$ cat src/rtl/temp_sensor_reader_pkg.sv
// Shared constants, state encoding and helpers for the temperature sensor reader.
// Sample width comes from `TEMPERATURE_SENSOR_DATA_WIDTH, defaulting to 8 when not provided.

`ifndef TEMPERATURE_SENSOR_DATA_WIDTH
`define TEMPERATURE_SENSOR_DATA_WIDTH 8
`endif

package temp_sensor_reader_pkg;

    localparam int unsigned TEMP_SENSOR_READER_CLK_DIV       = 4;
    localparam int unsigned TEMP_SENSOR_READER_SAMPLE_PERIOD = 1000;
    localparam int unsigned TEMP_SENSOR_READER_DATA_WIDTH    = `TEMPERATURE_SENSOR_DATA_WIDTH;

    typedef enum logic [2:0] {
        StIdle    = 3'd0,
        StCsSetup = 3'd1,
        StShift   = 3'd2,
        StCsHold  = 3'd3,
        StUpdate  = 3'd4
    } tsr_state_e;

    // Counter width able to hold 0..n-1, never narrower than one bit.
    function automatic int unsigned tsr_cnt_width(input int unsigned n);
        return (n > 1) ? $clog2(n) : 1;
    endfunction

endpackage

$ cat src/rtl/temp_sensor_reader_tick_gen.sv
// SCLK half-period timebase: emits a one-cycle tick every CLK_DIV clocks while not cleared.

module temp_sensor_reader_tick_gen
    import temp_sensor_reader_pkg::*;
#(
    parameter int unsigned CLK_DIV = TEMP_SENSOR_READER_CLK_DIV
) (
    input  logic clk_i,
    input  logic rst_i,
    input  logic clear_i,
    output logic tick_o
);

    localparam int unsigned CntW = tsr_cnt_width(CLK_DIV);
    localparam logic [CntW-1:0] CntLast = CntW'(CLK_DIV - 1);

    logic [CntW-1:0] cnt_q;

    always_ff @(posedge clk_i) begin
        if (rst_i || clear_i) begin
            cnt_q <= '0;
        end else if (cnt_q == CntLast) begin
            cnt_q <= '0;
        end else begin
            cnt_q <= cnt_q + CntW'(1);
        end
    end

    assign tick_o = !clear_i && (cnt_q == CntLast);

endmodule

$ cat src/rtl/temp_sensor_reader.sv
// Read-only 3-wire SPI master that fetches one temperature sample per frame, on demand or on a timer.
// Define TEMP_SENSOR_READER_AVG_EN to output the running mean of the last four samples.

module temp_sensor_reader
    import temp_sensor_reader_pkg::*;
#(
    parameter int unsigned CLK_DIV       = TEMP_SENSOR_READER_CLK_DIV,
    parameter int unsigned SAMPLE_PERIOD = TEMP_SENSOR_READER_SAMPLE_PERIOD,
    parameter int unsigned DATA_WIDTH    = TEMP_SENSOR_READER_DATA_WIDTH
) (
    input  logic                  clk_i,
    input  logic                  rst_i,
    input  logic                  start_i,
    input  logic                  sdata_i,
    output logic                  sclk_o,
    output logic                  cs_n_o,
    output logic                  busy_o,
    output logic [DATA_WIDTH-1:0] temperature_o,
    output logic                  temperature_valid_o
);

    localparam int unsigned BitW   = tsr_cnt_width(DATA_WIDTH);
    localparam int unsigned TimerW = tsr_cnt_width(SAMPLE_PERIOD);
    localparam logic [BitW-1:0]   BitLast   = BitW'(DATA_WIDTH - 1);
    localparam logic [TimerW-1:0] TimerLast = TimerW'(SAMPLE_PERIOD - 1);
    localparam logic              AutoEn    = (SAMPLE_PERIOD != 0);

    tsr_state_e            state_q;
    logic [BitW-1:0]       bit_cnt_q;
    logic [DATA_WIDTH-1:0] shift_q;
    logic [TimerW-1:0]     timer_q;
    logic                  sclk_q;
    logic                  cs_n_q;
    logic                  busy_q;
    logic [DATA_WIDTH-1:0] temp_q;
    logic                  valid_q;

    logic                  tick;
    logic                  auto_fire;
    logic [DATA_WIDTH-1:0] sample_val;

    temp_sensor_reader_tick_gen #(
        .CLK_DIV (CLK_DIV)
    ) u_tick_gen (
        .clk_i   (clk_i),
        .rst_i   (rst_i),
        .clear_i (state_q == StIdle),
        .tick_o  (tick)
    );

    assign auto_fire = AutoEn && (timer_q == TimerLast);

`ifdef TEMP_SENSOR_READER_AVG_EN
    // Three previous raw samples; entry 0 is the most recent.
    logic [DATA_WIDTH-1:0] hist_q [3];
    logic                  primed_q;
    logic [DATA_WIDTH+1:0] avg_sum;
    logic                  load;

    assign load = (state_q == StCsHold) && tick;

    always_comb begin
        avg_sum = {shift_q, 2'b00};
        if (primed_q) begin
            avg_sum = {2'b00, shift_q} + {2'b00, hist_q[0]} +
                      {2'b00, hist_q[1]} + {2'b00, hist_q[2]};
        end
        sample_val = avg_sum[DATA_WIDTH+1:2];
    end

    always_ff @(posedge clk_i) begin
        if (rst_i) begin
            hist_q[0] <= '0;
            hist_q[1] <= '0;
            hist_q[2] <= '0;
            primed_q  <= 1'b0;
        end else if (load) begin
            primed_q  <= 1'b1;
            hist_q[0] <= shift_q;
            hist_q[1] <= primed_q ? hist_q[0] : shift_q;
            hist_q[2] <= primed_q ? hist_q[1] : shift_q;
        end
    end
`else
    assign sample_val = shift_q;
`endif

    always_ff @(posedge clk_i) begin
        if (rst_i) begin
            state_q   <= StIdle;
            bit_cnt_q <= '0;
            shift_q   <= '0;
            timer_q   <= '0;
            sclk_q    <= 1'b0;
            cs_n_q    <= 1'b1;
            busy_q    <= 1'b0;
            temp_q    <= '0;
            valid_q   <= 1'b0;
        end else begin
            valid_q <= 1'b0;
            unique case (state_q)
                StIdle: begin
                    if (start_i || auto_fire) begin
                        state_q   <= StCsSetup;
                        cs_n_q    <= 1'b0;
                        busy_q    <= 1'b1;
                        timer_q   <= '0;
                        bit_cnt_q <= '0;
                    end else if (AutoEn) begin
                        timer_q <= timer_q + TimerW'(1);
                    end
                end
                StCsSetup: begin
                    if (tick) begin
                        state_q <= StShift;
                    end
                end
                StShift: begin
                    if (tick) begin
                        // Sample on the same edge that raises sclk; data was stable during the low phase.
                        if (!sclk_q) begin
                            sclk_q  <= 1'b1;
                            shift_q <= {shift_q[DATA_WIDTH-2:0], sdata_i};
                        end else begin
                            sclk_q <= 1'b0;
                            if (bit_cnt_q == BitLast) begin
                                state_q <= StCsHold;
                            end else begin
                                bit_cnt_q <= bit_cnt_q + BitW'(1);
                            end
                        end
                    end
                end
                StCsHold: begin
                    if (tick) begin
                        state_q <= StUpdate;
                        cs_n_q  <= 1'b1;
                        temp_q  <= sample_val;
                        valid_q <= 1'b1;
                    end
                end
                StUpdate: begin
                    state_q <= StIdle;
                    busy_q  <= 1'b0;
                end
                default: begin
                    state_q <= StIdle;
                    cs_n_q  <= 1'b1;
                    sclk_q  <= 1'b0;
                    busy_q  <= 1'b0;
                end
            endcase
        end
    end

    assign sclk_o              = sclk_q;
    assign cs_n_o              = cs_n_q;
    assign busy_o              = busy_q;
    assign temperature_o       = temp_q;
    assign temperature_valid_o = valid_q;

endmodule
$ cat config.mk
export PLATFORM = sky130hd
export DESIGN_NAME = temp_sensor_reader
export DESIGN_NICKNAME = d
export VERILOG_FILES = /design/src/rtl/temp_sensor_reader_pkg.sv /design/src/rtl/temp_sensor_reader_tick_gen.sv /design/src/rtl/temp_sensor_reader.sv
export SDC_FILE = /design/constraint.sdc
export NUM_CORES = 1
export LEC_CHECK = 0
export ABC_AREA = 1
export BUFFER_PORTS_ARGS = -buffer_cell sky130_fd_sc_hd__buf_4
export CORE_ASPECT_RATIO = 1.4
export CORE_MARGIN = 4
export CORE_UTILIZATION = 60
export CTS_BUF_LIST = sky130_fd_sc_hd__clkbuf_8
export CTS_CLUSTER_DIAMETER = 60
export DETAILED_ROUTE_END_ITERATION = 8
export GPL_TIMING_DRIVEN = 0
export PLACE_DENSITY = 0.77
export SLEW_MARGIN = 25
export SYNTH_ARGS = -nofsm -noshare
export SYNTH_HDL_FRONTEND = slang
export SYNTH_SLANG_ARGS = --single-unit
$ cat constraint.sdc
create_clock -name clk_i -period 1.65 [get_ports clk_i]
set_clock_uncertainty 0.15 [all_clocks]
set_input_delay 0.165 -clock clk_i [delete_from_list [all_inputs] [get_ports clk_i]]
set_output_delay 0.165 -clock clk_i [all_outputs]
set_load 0.01 [all_outputs]
==> summary.txt, run 1 <==
Critical path
  – Flop2flop setup slack: 60 ps
  – Critical R2R Launch: timer_q[0]
  – Reg2Reg Capture Point: busy_o
  – CP bufs+invs: 2
  – Critical Path, Cell by Cell: ha_2 -> nand2_1 -> nor2_1 -> nand3_1 -> nand2_4 -> buf_6 -> buf_4 -> a21oi_1 -> nor2_1
  – Reg2Reg Depth: 9
  – CP delay by family, top: simple AND/OR/NAND/NOR gates
  – Worst path required time: 1680 ps
  – Setup CP Type: reg2reg
  – Critical Path Fanout Max: 6
  – CP endpoint kind: flop
  – Nature of the critical path startpoint: flop
  – CP arrival: 1620 ps
  – Worst path most repeated cell: nor2_1
  – CP peak stage delay: 330 ps
  – Slowest cell on the critical path: dfxtp_2

Cells and area
  – Layout Nets: 271
  – Layout Area Growth over Synthesis: 15.9%
  – Layout cells sized above 1: 21.2%
  – Antenna diodes: 0

Min path
  – Hold Crit Class: in2reg
  – Worst min-delay path endpoint: timer_q[2]
  – WHS Path Cells: 4
  – Min-delay src: start_i

Floorplanning
  – Initial Utilization: 62.1%
  – Top Ports: 16
  – # rows: 23
  – Die area: 3900 um^2
  – Die X: 53.9 um
  – Chip height: 72.3 um
  – Core box area: 2850 um^2

Placed design
  – DPL Wire Length: 2520 um
  – Post-place setup slack: 89.9 ps
  – Port-buffer cells: 15
  – GP Congestion: 0.798

Logic synthesis
  – Predominant post-synthesis flop cell: dfxtp_1
  – Syn_nets: 247
  – Synth Area in Adders: 2.83%
  – Area leader, netlist: dfxtp_1
  – Top cells by count, synth: 50 x nand2_1, 38 x dfxtp_1, 31 x inv_1
  – Synth cell types: 29
  – Post-Syn Instances: 239
  – Post-Synth Simple-Gate Area: 26.9%
  – #FFs+latches synth: 38
  – Post-synth EDFFs: 0
  – Post-synth design cell area: 1770 um^2
  – Largest family of logic cells by synthesized area: simple AND/OR/NAND/NOR gates
  – Main area contributors after synthesis: dfxtp_1 43%, nand2_1 11%, inv_1 6.6%
  – Register area share after synthesis: 43.0%
  – Post-synth top area share: 43.0%
  – Synth async-reset ratio: 0%
  – Count leader, synth: nand2_1
  – Syn Area/Cell: 7.41 um^2
  – Multiplexer share of the synthesized area: 0%
  – Synth Area in Compound Gates: 15.5%
  – Synth Warn #: 0
  – Post-Synth XOR/XNOR Area: 0.989%

Detailed routing
  – Initial drt markers: 30
  – Total number of vias: 1539
  – Drt drc: 0
  – WL/cell: 11.8 um
  – Initial DRT Pass Iterations: 4
  – Final WL: 3560 um
  – Routed vias/inst: 5.11
  – Post-route ant nets: 0

Global routing
  – First-pass GRT wire length: 6130 um
  – Global route overflow: 0
  – Initial antenna violation count: 0
  – Total global-route track usage: 21.0%
  – Largest net degree at the start of global routing: 12
  – Vias in the first global route: 1456

Clock tree
  – Clk sinks: 38
  – CTS clk-pin slew, worst paths: 70 ps
  – Worst skew pair latency: 290 ps
  – Clock Path Buffers: 2
  – Root buf cell: clkbuf_8
  – CTS H-tree depth: 2
  – Hold buffers post-CTS: 0
  – CTS tree: yes
  – TritonCTS buffer count: 5

STA
  – Setup TNS: 0 ps
  – Final hold vios: 0
  – Final setup margin: 58.7 ps
  – Final Cycle Share: 96.4%
  – Final setup fails: 0
  – Worst rel slew slack: 65.7%
  – Final min period: 1590 ps
  – F_max: 628 MHz
  – Slew Viols, Final: 0
  – Least-Margin Pin Slew: 514 ps

Pwr
  – P_leak: 0.892 nW
  – Pwr/cell area: 1330 nW/um^2
  – Total net switching power: 0.986 mW
  – Sequential power share: 41.7%
  – Max VDD drop: 1050 uV
  – Switching part of the total power: 36.3%
  – Clk pwr share: 23.5%
  – Combinational Power Share: 34.8%
  – Int Pwr: 1.73 mW
  – Overall Power: 2.72 mW

Run status
  – Outcome: completed

Job
  – Max-Cap Viols: 0
-- worst reg2reg max path: stages (launching register included) --
cell and delay, ps:
dfxtp_2 330, ha_2 190, nand2_1 110, nor2_1 50, nand3_1 110, nand2_4 110, buf_6 140, buf_4 130
a21oi_1 110, nor2_1 50
-- cell usage in the layout (no fill, tap or decap), types with 2 or more instances in the layout --
master    synthesis  final
a21oi_2           4      4
clkbuf_1          3      3
buf_6             1      2
clkbuf_8          0      6
ha_2              0      3
nand3_1           9      9
nor2_2            3      3
inv_1            31     32
o21ai_0          16     16
buf_4             1     17
dfxtp_1          38     34
o21ai_2           2      2
nand4_1           7      7
dfxtp_2           0      4
nand2_2           4      4
nor2_4            2      2
nand2_1          50     50
nand2_4           2      2
a21oi_1          22     22
o21ai_1           3      3
nor2_1           27     27
-- kinds of logic after synthesis --
family                   count (synthesis)
AND/OR/NAND/NOR                        105
flip-flops                              38
adder cells (fa/ha/maj)                  4
AO/OA/AOI/OAI                           49
XOR/XNOR                                 2
buffers and inverters                   41
-- worst max path at each step --
stage / from / end / slack [ps] / cells after the start
3_3_place_gp: bit_cnt_q[0] / bit_cnt_q[0] / 110 / 9
3_5_place_dp: timer_q[0] / cs_n_o / 90 / 8
6_report: timer_q[0] / busy_o / 60 / 9
2_1_floorplan: bit_cnt_q[0] / bit_cnt_q[0] / 220 / 9
4_1_cts: bit_cnt_q[0] / bit_cnt_q[1] / 80 / 9
5_1_grt: timer_q[0] / busy_o / -10 / 9
-- layout make-up --
cell class	count	area, um^2
inverter	34	135
clock buffer	6	82.6
tap	37	46.3
clock inverter	2	8.76
fill	237	797
multi-input combinational	160	827
timing repair buffer	17	131
sequential	38	766
buffer	7	55.1
-- routing by layer --
| layer | share of wire [%] | wire length (um) | global-route usage (%) |
|---|---|---|---|
| met3 | 4.3 | 154 | 6.37 |
| met5 | 0 | 0 | 0 |
| met2 | 52 | 1860 | 36.7 |
| met4 | 1.2 | 43 | 5.97 |
| met1 | 42 | 1500 | 24.0 |
-- registers in the layout (all words and copies together), names as in the netlist --
signal	flops
temperature_valid_o	1
temperature_o	8
busy_o	1
sample_val	8
cs_n_o	1
timer_q	10
bit_cnt_q	3
state_q	3
sclk_o	1
u_tick_gen.cnt_q	2
-- per-stage QoR --
stage	instances	hold slack, ps	util, %	area, um^2
4_1_cts	299	0.906	70.9	2020
2_1_floorplan	239	183	-	1770
3_5_place_dp	291	266	67.7	1930
3_3_place_gp	291	265	67.7	1930
6_report	301	4.17	72.0	2050
5_1_grt	301	7.66	72.0	2050
-- power by group through the flow --
stage | Clock (mW) | Sequential, mW | Combinational [mW]
6_report | 0.640 | 1.13 | 0.946
5_1_grt | 0.694 | 1.15 | 1.09
4_1_cts | 0.652 | 1.12 | 0.908
3_5_place_dp | 0 | 1.14 | 0.904
3_3_place_gp | 0 | 1.14 | 0.892
2_1_floorplan | 0 | 1.14 | 0.706
-- what timing repair did --
action,4_1_cts,5_1_grt
endpoints found under the setup margin,0,5
buffers inserted,0,2
resized for setup,0,10
(Power assumes the default switching activity.)
==> run 2: changes to the inputs <==
HOLD_SLACK_MARGIN = 0.1   (was not set)
==> run 2 against run 1 <==
Non-clock buffer count up 2. Register-to-register slack about the same. Worst hold slack improved by 220 ps. Power up 0.24%. Count of clock-buffer cells in the layout stayed put. Worst setup slack got worse by 0.70 ps. Via count shrank 0.32%. Design area rose by 0.98%. Flip-flop and latch count stayed put. Sequential power about the same. Critical path depth did not move. Critical endpoint unchanged. Largest cell class unchanged. Highest routed layer unchanged.
==> summary.txt, run 2 (synthesis results as in run 1) <==
Run status
  – Outcome: completed

Clock tree
  – CTS H-tree depth: 2 (unchanged)
  – Clk sinks: 38 (unchanged)
  – Worst skew pair latency: 290 ps (about the same)
  – Clock Path Buffers: 2 (unchanged)
  – TritonCTS buffer count: 5 (unchanged)
  – CTS clk-pin slew, worst paths: 70 ps (about the same)
  – CTS tree: yes
  – Root buf cell: clkbuf_8

Placed design
  – GP Congestion: 0.798 (unchanged)
  – Placed inst area: 1930 um^2 (unchanged)
  – Placed cells: 291 (unchanged)
  – DPL Wire Length: 2520 um (unchanged)
  – Port-buffer cells: 15 (unchanged)

Cells and area
  – Max FFs per register: 10 (unchanged)
  – Most common cell after layout, fill and taps aside: nand2_1
  – Antenna diodes: 0 (unchanged)
  – Final core utilization: 72.7% (+0.70 points)
  – Cell area after layout: 2070 um^2 (+0.98%)
  – Layout Nets: 273 (+0.74%)
  – Layout Area Growth over Synthesis: 17.0%
  – Leading cell types in the layout, fill and taps excluded: 50 x nand2_1, 34 x dfxtp_1, 32 x inv_1, 27 x nor2_1, 22 x a21oi_1
  – Final non-filler cell total: 303 (+0.66%)
  – # fillers: 235 (-0.84%)
  – Layout cells sized above 1: 21.1% (-0.16 points)
  – Largest Register: timer_q

Global routing
  – Global route overflow: 0 (unchanged)
  – Initial antenna violation count: 0 (unchanged)
  – First-pass GRT wire length: 6150 um (+0.44%)
  – Vias in the first global route: 1458 (+0.14%)
  – Total global-route track usage: 21.1% (+0.083 points)
  – Largest net degree at the start of global routing: 12 (unchanged)

Floorplanning
  – Core box area: 2850 um^2 (unchanged)
  – Die area: 3900 um^2 (unchanged)
  – Top Ports: 16 (unchanged)
  – Initial Utilization: 62.1% (unchanged)
  – # rows: 23 (unchanged)
  – Chip height: 72.3 um (unchanged)
  – Die X: 53.9 um (unchanged)

Critical path
  – CP bufs+invs: 2 (unchanged)
  – Worst path most repeated cell: nor2_1
  – CP delay by family, top: simple AND/OR/NAND/NOR gates
  – CP arrival: 1620 ps (about the same)
  – Nature of the critical path startpoint: flop
  – Worst path required time: 1680 ps (about the same)
  – Critical Path Fanout Max: 6 (unchanged)
  – Setup CP Type: reg2reg
  – Slowest cell on the critical path: dfxtp_2
  – Crit path launch: timer_q[0]
  – Critical R2R Launch: timer_q[0]
  – CP endpoint kind: flop
  – Critical Path, Cell by Cell: ha_2 -> nand2_1 -> nor2_1 -> nand3_1 -> nand2_4 -> buf_6 -> buf_4 -> a21oi_1 -> nor2_1
  – CP peak stage delay: 330 ps (about the same)

Min path
  – Hold Crit Class: in2reg
  – Min-delay src: rst_i

Pwr
  – Max VDD drop: 1050 uV (+0.15%)
  – Switching part of the total power: 36.3% (about the same)
  – Int Pwr: 1.74 mW (+0.18%)
  – Clk pwr share: 23.5% (about the same)
  – Pwr/cell area: 1320 nW/um^2 (-0.73%)
  – Combinational Power Share: 34.9% (about the same)
  – Total net switching power: 0.990 mW (+0.33%)
  – P_leak: 0.900 nW (+0.94%)
  – Sequential power share: 41.6% (about the same)
  – Overall Power: 2.73 mW (+0.24%)

Detailed routing
  – Final WL: 3570 um (+0.39%)
  – Initial drt markers: 26 (-13%)
  – WL/cell: 11.8 um (-0.27%)
  – Total number of vias: 1534 (-0.32%)
  – Initial DRT Pass Iterations: 4 (unchanged)
  – Routed vias/inst: 5.06 (-0.98%)
  – Post-route ant nets: 0 (unchanged)
  – Drt drc: 0 (unchanged)

STA
  – Least-Margin Pin Slew: 505 ps (-8.60 ps)
  – Slew Viols, Final: 0 (unchanged)
  – Final setup fails: 0 (unchanged)
  – Setup TNS: 0 ps (unchanged)
  – F_max: 628 MHz (about the same)
  – Final min period: 1590 ps (+0.697 ps)
  – Worst rel slew slack: 66.3% (+0.57 points)
  – Final hold vios: 0 (unchanged)
  – Final Cycle Share: 96.5% (about the same)

Job
  – Max-Cap Viols: 0 (unchanged)
==> run 2: layout make-up <==
class / instances / area, um^2 / share of cell area (%)
plain buffers: 7 / 55.1 / 2.66
clock inverters: 2 / 8.76 / 0.423
clock buffers: 6 / 82.6 / 3.99
well taps: 37 / 46.3 / 2.23
multi-input cells: 160 / 827 / 39.9
repair buffers: 19 / 151 / 7.31
flip-flops and latches: 38 / 766 / 37.0
inverters: 34 / 135 / 6.52
==> run 2: stage by stage <==
stage | hold WS (ps) | worst slack, ps
global route | 235 | -13.6
finish | 220 | 58.0
floorplan | 183 | 217
CTS | 220 | 80.0
global placement | 265 | 115
detailed placement | 266 | 89.9
==> run 2: layer usage <==
metal  part of all wire (%)  vias up  wire length (um)  GRT usage [%]
li1                       -      813                 -              -
met1                     42      694              1510           24.2
met2                     52       22              1850           36.7
met3                    4.8        5               173           6.37
met4                    1.2        0                43           5.97
met5                      0        -                 0              0
==> run 2: worst paths after layout <==
path / to / slack (ps) / cells after the start
max reg2reg: busy_o / 60 / 9
min reg2reg: u_tick_gen.cnt_q[0] / 280 / 1
min: busy_o / 220 / 4
max: busy_o / 60 / 9
==> run 2: timing repair <==
| item | in CTS | in global routing |
|---|---|---|
| gates resized for setup | 0 | 10 |
| endpoints found under the hold margin | 2 | 0 |
| hold buffers | 2 | 0 |
| buffers inserted | 0 | 2 |
| setup endpoints to repair | 0 | 5 |
==> run 2: worst reg2reg max path, delay by kind of cell (launching register included) <==
kind,cells,cell delay [ps]
compound gates,1,110
fa+ha+maj,1,190
buf+inv,2,270
flops,1,330
simple gates,5,430
==> run 2: power by group through the flow <==
stage          logic (mW)  clock network [mW]  registers, mW
4_1_cts             0.912               0.652           1.12
3_3_place_gp        0.892                   0           1.14
3_5_place_dp        0.904                   0           1.14
2_1_floorplan       0.706                   0           1.14
6_report            0.951               0.641           1.13
5_1_grt              1.10               0.694           1.15
